File: config.mk
export PLATFORM = sky130hd
export DESIGN_NAME = apb_arbiter
export DESIGN_NICKNAME = d
export VERILOG_FILES = /design/src/rtl/apb_pkg.sv /design/src/rtl/apb_rr_pick.sv /design/src/rtl/apb_arbiter.sv
export SDC_FILE = /design/constraint.sdc
export NUM_CORES = 1
export LEC_CHECK = 0
export CAP_MARGIN = 5
export CORE_AREA = 2 2 119 121
export CTS_CLUSTER_SIZE = 25
export DETAILED_ROUTE_END_ITERATION = 8
export DIE_AREA = 0 0 121 123
export SYNTH_ARGS = -nofsm -noshare
export SYNTH_HDL_FRONTEND = slang
export SYNTH_SLANG_ARGS = --single-unit
File: constraint.sdc
create_clock -name clk -period 1.9 [get_ports clk]
set_clock_uncertainty 0.15 [all_clocks]
set_input_delay 0.475 -clock clk [delete_from_list [all_inputs] [get_ports clk]]
set_output_delay 0.475 -clock clk [all_outputs]
set_load 0.1 [all_outputs]
File: src/rtl/apb_pkg.sv
// Shared APB definitions: arbiter state encoding and the select-width helper
// also used by apb_fastdecode.
package apb_pkg;

  typedef enum logic [1:0] {
    ARB_IDLE   = 2'd0,
    ARB_SETUP  = 2'd1,
    ARB_ACCESS = 2'd2
  } arb_state_t;

  // Bits needed to index n items; a single item still gets one bit.
  function automatic int SELBITS(input int n);
    return (n > 1) ? $clog2(n) : 1;
  endfunction

endpackage

File: src/rtl/apb_rr_pick.sv
// Combinational round-robin picker: first requester found scanning upward
// from i_rr, wrapping modulo PORTS.
module apb_rr_pick
  import apb_pkg::*;
#(
  parameter int PORTS = 2,
  parameter int SELW  = SELBITS(PORTS)
) (
  input  logic [PORTS-1:0] i_req,
  input  logic [SELW-1:0]  i_rr,
  output logic [SELW-1:0]  o_idx,
  output logic             o_valid
);

  // Scan from the lowest priority back to i_rr so the last hit is the winner.
  always_comb begin
    o_idx   = '0;
    o_valid = 1'b0;
    for (int k = PORTS - 1; k >= 0; k--) begin
      int j;
      logic [SELW-1:0] w_cand;
      j = int'(i_rr) + k;
      if (j >= PORTS) j = j - PORTS;
      w_cand = SELW'(j);
      if (i_req[w_cand]) begin
        o_idx   = w_cand;
        o_valid = 1'b1;
      end
    end
  end

endmodule

File: src/rtl/apb_arbiter.sv
// Round-robin arbiter sharing one downstream APB bus among PORTS masters.
// Define APB_ARB_TIMEOUT_EN to add a watchdog that error-terminates stalled ACCESS phases.
module apb_arbiter
  import apb_pkg::*;
#(
  parameter int PORTS          = 2,
  parameter int TIMEOUT_CYCLES = 16
) (
  input  logic                clk,
  input  logic                reset,
  input  logic [PORTS*32-1:0] s_paddr,
  input  logic [PORTS-1:0]    s_pwrite,
  input  logic [PORTS-1:0]    s_psel,
  input  logic [PORTS-1:0]    s_penable,
  input  logic [PORTS*32-1:0] s_pwdata,
  output logic [PORTS*32-1:0] s_prdata,
  output logic [PORTS-1:0]    s_pready,
  output logic [PORTS-1:0]    s_pslverr,
  output logic [31:0]         m_paddr,
  output logic                m_pwrite,
  output logic                m_psel,
  output logic                m_penable,
  output logic [31:0]         m_pwdata,
  input  logic [31:0]         m_prdata,
  input  logic                m_pready,
  input  logic                m_pslverr
);

  localparam int SELW = SELBITS(PORTS);

  arb_state_t      r_state;
  arb_state_t      w_next;
  logic [SELW-1:0] r_gnt;
  logic [SELW-1:0] r_rr;
  logic [SELW-1:0] w_pick;
  logic            w_pickValid;
  logic [PORTS-1:0] w_req;
  logic            w_timeout;
  logic            w_done;
  logic [31:0]     w_addrArr  [PORTS];
  logic [31:0]     w_wdataArr [PORTS];

  // Only access-phase cycles count as requests; setup-only cycles are ignored.
  assign w_req = s_psel & s_penable;

  apb_rr_pick #(.PORTS(PORTS), .SELW(SELW)) u_pick (
    .i_req  (w_req),
    .i_rr   (r_rr),
    .o_idx  (w_pick),
    .o_valid(w_pickValid)
  );

`ifdef APB_ARB_TIMEOUT_EN
  localparam int TCW = $clog2(TIMEOUT_CYCLES) + 1;
  logic [TCW-1:0] r_tcnt;

  assign w_timeout = (r_state == ARB_ACCESS) && !m_pready &&
                     (r_tcnt == TCW'(TIMEOUT_CYCLES - 1));

  always_ff @(posedge clk) begin
    if (reset) begin
      r_tcnt <= '0;
    end else if (w_next == ARB_SETUP) begin
      r_tcnt <= '0;
    end else if ((r_state == ARB_ACCESS) && !m_pready) begin
      r_tcnt <= r_tcnt + TCW'(1);
    end
  end
`else
  assign w_timeout = 1'b0;
`endif

  assign w_done = (r_state == ARB_ACCESS) && (m_pready || w_timeout);

  always_comb begin
    w_next = r_state;
    case (r_state)
      ARB_IDLE:   if (w_pickValid) w_next = ARB_SETUP;
      ARB_SETUP:  w_next = ARB_ACCESS;
      ARB_ACCESS: if (w_done) w_next = ARB_IDLE;
      default:    w_next = ARB_IDLE;
    endcase
  end

  always_ff @(posedge clk) begin
    if (reset) begin
      r_state <= ARB_IDLE;
      r_gnt   <= '0;
      r_rr    <= '0;
    end else begin
      r_state <= w_next;
      if ((r_state == ARB_IDLE) && w_pickValid) begin
        r_gnt <= w_pick;
        r_rr  <= (w_pick == SELW'(PORTS - 1)) ? '0 : w_pick + SELW'(1);
      end
    end
  end

  for (genvar g = 0; g < PORTS; g++) begin : g_unpack
    assign w_addrArr[g]  = s_paddr[g*32 +: 32];
    assign w_wdataArr[g] = s_pwdata[g*32 +: 32];
  end

  assign m_psel    = (r_state != ARB_IDLE);
  assign m_penable = (r_state == ARB_ACCESS);
  assign m_paddr   = w_addrArr[r_gnt];
  assign m_pwrite  = s_pwrite[r_gnt];
  assign m_pwdata  = w_wdataArr[r_gnt];

  // A forced termination reports an error and hides whatever the stalled slave drives.
  always_comb begin
    s_pready  = '0;
    s_pslverr = '0;
    s_prdata  = {PORTS{m_prdata}};
    if (w_done) begin
      s_pready[r_gnt]  = 1'b1;
      s_pslverr[r_gnt] = m_pslverr | w_timeout;
    end
    for (int g = 0; g < PORTS; g++) begin
      if (w_timeout && (r_gnt == SELW'(g))) s_prdata[g*32 +: 32] = '0;
    end
  end

endmodule

==> impl_metrics.csv <==
group,metric,value,unit
outcome,status,"complete, but fails checks",
outcome,failed_checks,"negative setup slack",
clock_network,cts_hold_buf,0,
clock_network,insertion_delay,0.22,ns
worst_hold_path,hold_path.class,"reg -> reg",
global_routing,gr-total-overflow,0,
logic_synthesis,synth.avg_cell_area,9.29,µm²
timing,slew_headroom,0.879,
logic_synthesis,ys_seq_elements,4,
clock_network,htreeDepth,1,
placement,place_area,0.00404,mm²
run,drv_cap,0,
timing,timing.final.crit_share,1.07,
floorplan,core,0.0136,mm²
drt,drt-initial-drc-count,11,
floorplan,die_h,123,µm
logic_synthesis,yosys_warnings,0,
layout,final_cell_area,0.00429,mm²
floorplan,start_util,0.108,
global_routing,grt_pass1_vias,1828,
logic_synthesis,synth.cell_area,0.00148,mm²
pwr,peakVddDrop,503,µV
clock_network,cts_tree,"yes",
floorplan,die_w,121,µm
logic_synthesis,yosysUniqueCellTypes,20,
logic_synthesis,ys_seq_area_frac,0.0542,
timing,tightestPinTransition,0.181,ns
setup_path,critPathArrivalTime,1.40,ns
timing,fmax,0.494,GHz
global_routing,grt_pass1_wl,9850,µm
floorplan,row_count,43,
clock_network,cts_sinks,4,
timing,fin_crit,2.03,ns
setup_path,critPathRequiredTime,1.27,ns
global_routing,use_met3,0.0327,
layout,fin_nets,476,
worst_hold_path,holdCritStartpoint,"r_rr$_SDFFE_PP0P_",
timing,setup_violations,68,
logic_synthesis,syn_nets,329,
setup_path,startpoint,"r_gnt$_SDFFE_PP0P_",
floorplan,num_io_pins,305,
global_routing,grt_use_total,0.0842,
layout,drive_above_1_share,0.510,
timing,finalHoldViolCount,0,
clock_network,clock-root-buffer,"clkbuf_16",
floorplan,dieArea,0.0149,mm²
clock_network,clk_pin_slew,0.03,ns
clock_network,cts_buffer_depth,2,
setup_path,timing.rr.start,"r_state[0]$_SDFFE_PP0P_",
global_routing,busiest_layer,"met2",
setup_path,start_kind,"flop",
global_routing,grt_start_max_net_pins,27,
placement,place_hpwl,6000,µm
timing,rsz0062_at_grt,"yes",
layout,diodes,0,
drt,wl_per_cell,14.6,µm
placement,gp_congestion,0.701,
setup_path,critPathKind,"reg -> out",
setup_path,worstPathMaxFanout,26,
drt,vias_per_cell,3.45,
drt,drc,0,
global_routing,grt_antenna_before_repair,0,
global_routing,met2_usage,0.167,
drt,vias,1672,
global_routing,met1_usage,0.0790,
pwr,power.density,581,mW/mm²
logic_synthesis,syn-instance-count,159,
pwr,p_leak,1.76,nW
layout,syn2layout_area_growth,191,%
drt,ant_nets,0,
timing,slew_viol_final,0,
clock_network,cts_buffers,3,
timing,timing.hold.ws,0.317,ns
drt,drt_first_pass_iters,2,
drt,routed_wl,7080,µm
placement,portBuffers,208,
setup_path,cp-end-kind,"output port",
timing,setup_slack,-0.125,ns
-- logic make-up (layout without fill, tap and decap cells) --
kind of cell           after synthesis  in the layout  share of synthesized area
AO/OA/AOI/OAI                        6              6                     0.0305
buffers and inverters               72            217                      0.365
flip-flops                           4              4                     0.0542
multiplexers                        66             66                      0.503
AND/OR/NAND/NOR                     11             11                     0.0475
-- where the power goes --
part	internal [W]	switching (W)	total (W)
clock	0.000269	0.0000567	0.000325
combinational	0.000898	0.00117	0.00207
sequential	0.0000907	0.00000879	0.0000995
-- metrics by stage --
stage	setup TNS, ns	total power (W)	worst slack, ns	util	cells
4_1_cts	-7.65	0.00250	-0.146	0.311	484
3_3_place_gp	-4.99	0.00210	-0.220	0.297	480
3_5_place_dp	-5.53	0.00212	-0.242	0.297	480
2_1_floorplan	-1.33	0.00186	-0.557	-	159
6_report	-5.95	0.00249	-0.125	0.315	484
5_1_grt	-8.80	0.00256	-0.169	0.315	484
-- flip-flops by register name, indices dropped and copies added, names as in the netlist --
signal	count
r_gnt	1
r_state	2
r_rr	1
-- cell usage after synthesis --
master	n	share of area
nor2b_1	1	0.0042
o21ai_0	2	0.0068
a211oi_1	1	0.0051
or2_4	1	0.0059
buf_4	64	0.33
a21oi_1	1	0.0034
dfxtp_1	4	0.054
o21ba_1	1	0.0068
and3b_1	1	0.0059
and4bb_2	1	0.0085
buf_2	4	0.014
and3_1	1	0.0042
buf_6	3	0.023
mux2_2	65	0.50
a211oi_2	1	0.0085
nand2_1	2	0.0051
mux2i_1	1	0.0068
clkbuf_2	1	0.0034
nor2_1	2	0.0051
and2_1	2	0.0085
-- worst max-delay path, cell delays in order (launching register included) --
cell	delay (ns)
dfxtp_4	0.40
buf_12	0.20
mux2_2	0.39
buf_12	0.17
-- layout by cell type, fill, tap and decap left out, drive strengths merged --
master / n
clkdlybuf4s50: 126
nand2: 2
a21oi: 1
and3: 1
mux2i: 1
mux2: 65
nor2b: 1
and3b: 1
o21ba: 1
a211oi: 2
dfxtp: 4
nor2: 2
dlymetal6s2s: 1
or2: 1
dlygate4sd2: 10
buf: 77
and4bb: 1
clkbuf: 3
o21ai: 2
and2: 2
-- metal layers --
metal / vias to the layer above / share of wire
li1: 776 / -
met1: 748 / 0.31
met2: 131 / 0.54
met3: 17 / 0.13
met4: 0 / 0.024
met5: - / 0
-- what timing repair did --
action                                  4_1_cts  5_1_grt
gates cloned                                  1        0
pin swaps                                     2        0
endpoints found under the setup margin       69       69
setup buffers                                 0        0
resized for setup                            38       17
-- final timing paths --
path	to	slack [ns]	depth (start not counted)
setup / recovery	m_paddr[13]	-0.13	3
setup reg to reg	r_rr$_SDFFE_PP0P_	0.57	4
hold reg to reg	r_rr$_SDFFE_PP0P_	0.32	1
hold / removal	r_rr$_SDFFE_PP0P_	0.32	1
-- area by class of cell --
type,instances,area (µm²)
fill,1364,9320
timing repair buffer,214,2880
multi-input combinational,83,1030
tap,180,225
sequential,4,85.1
clock buffer,3,75.1
(Power assumes the default switching activity.)
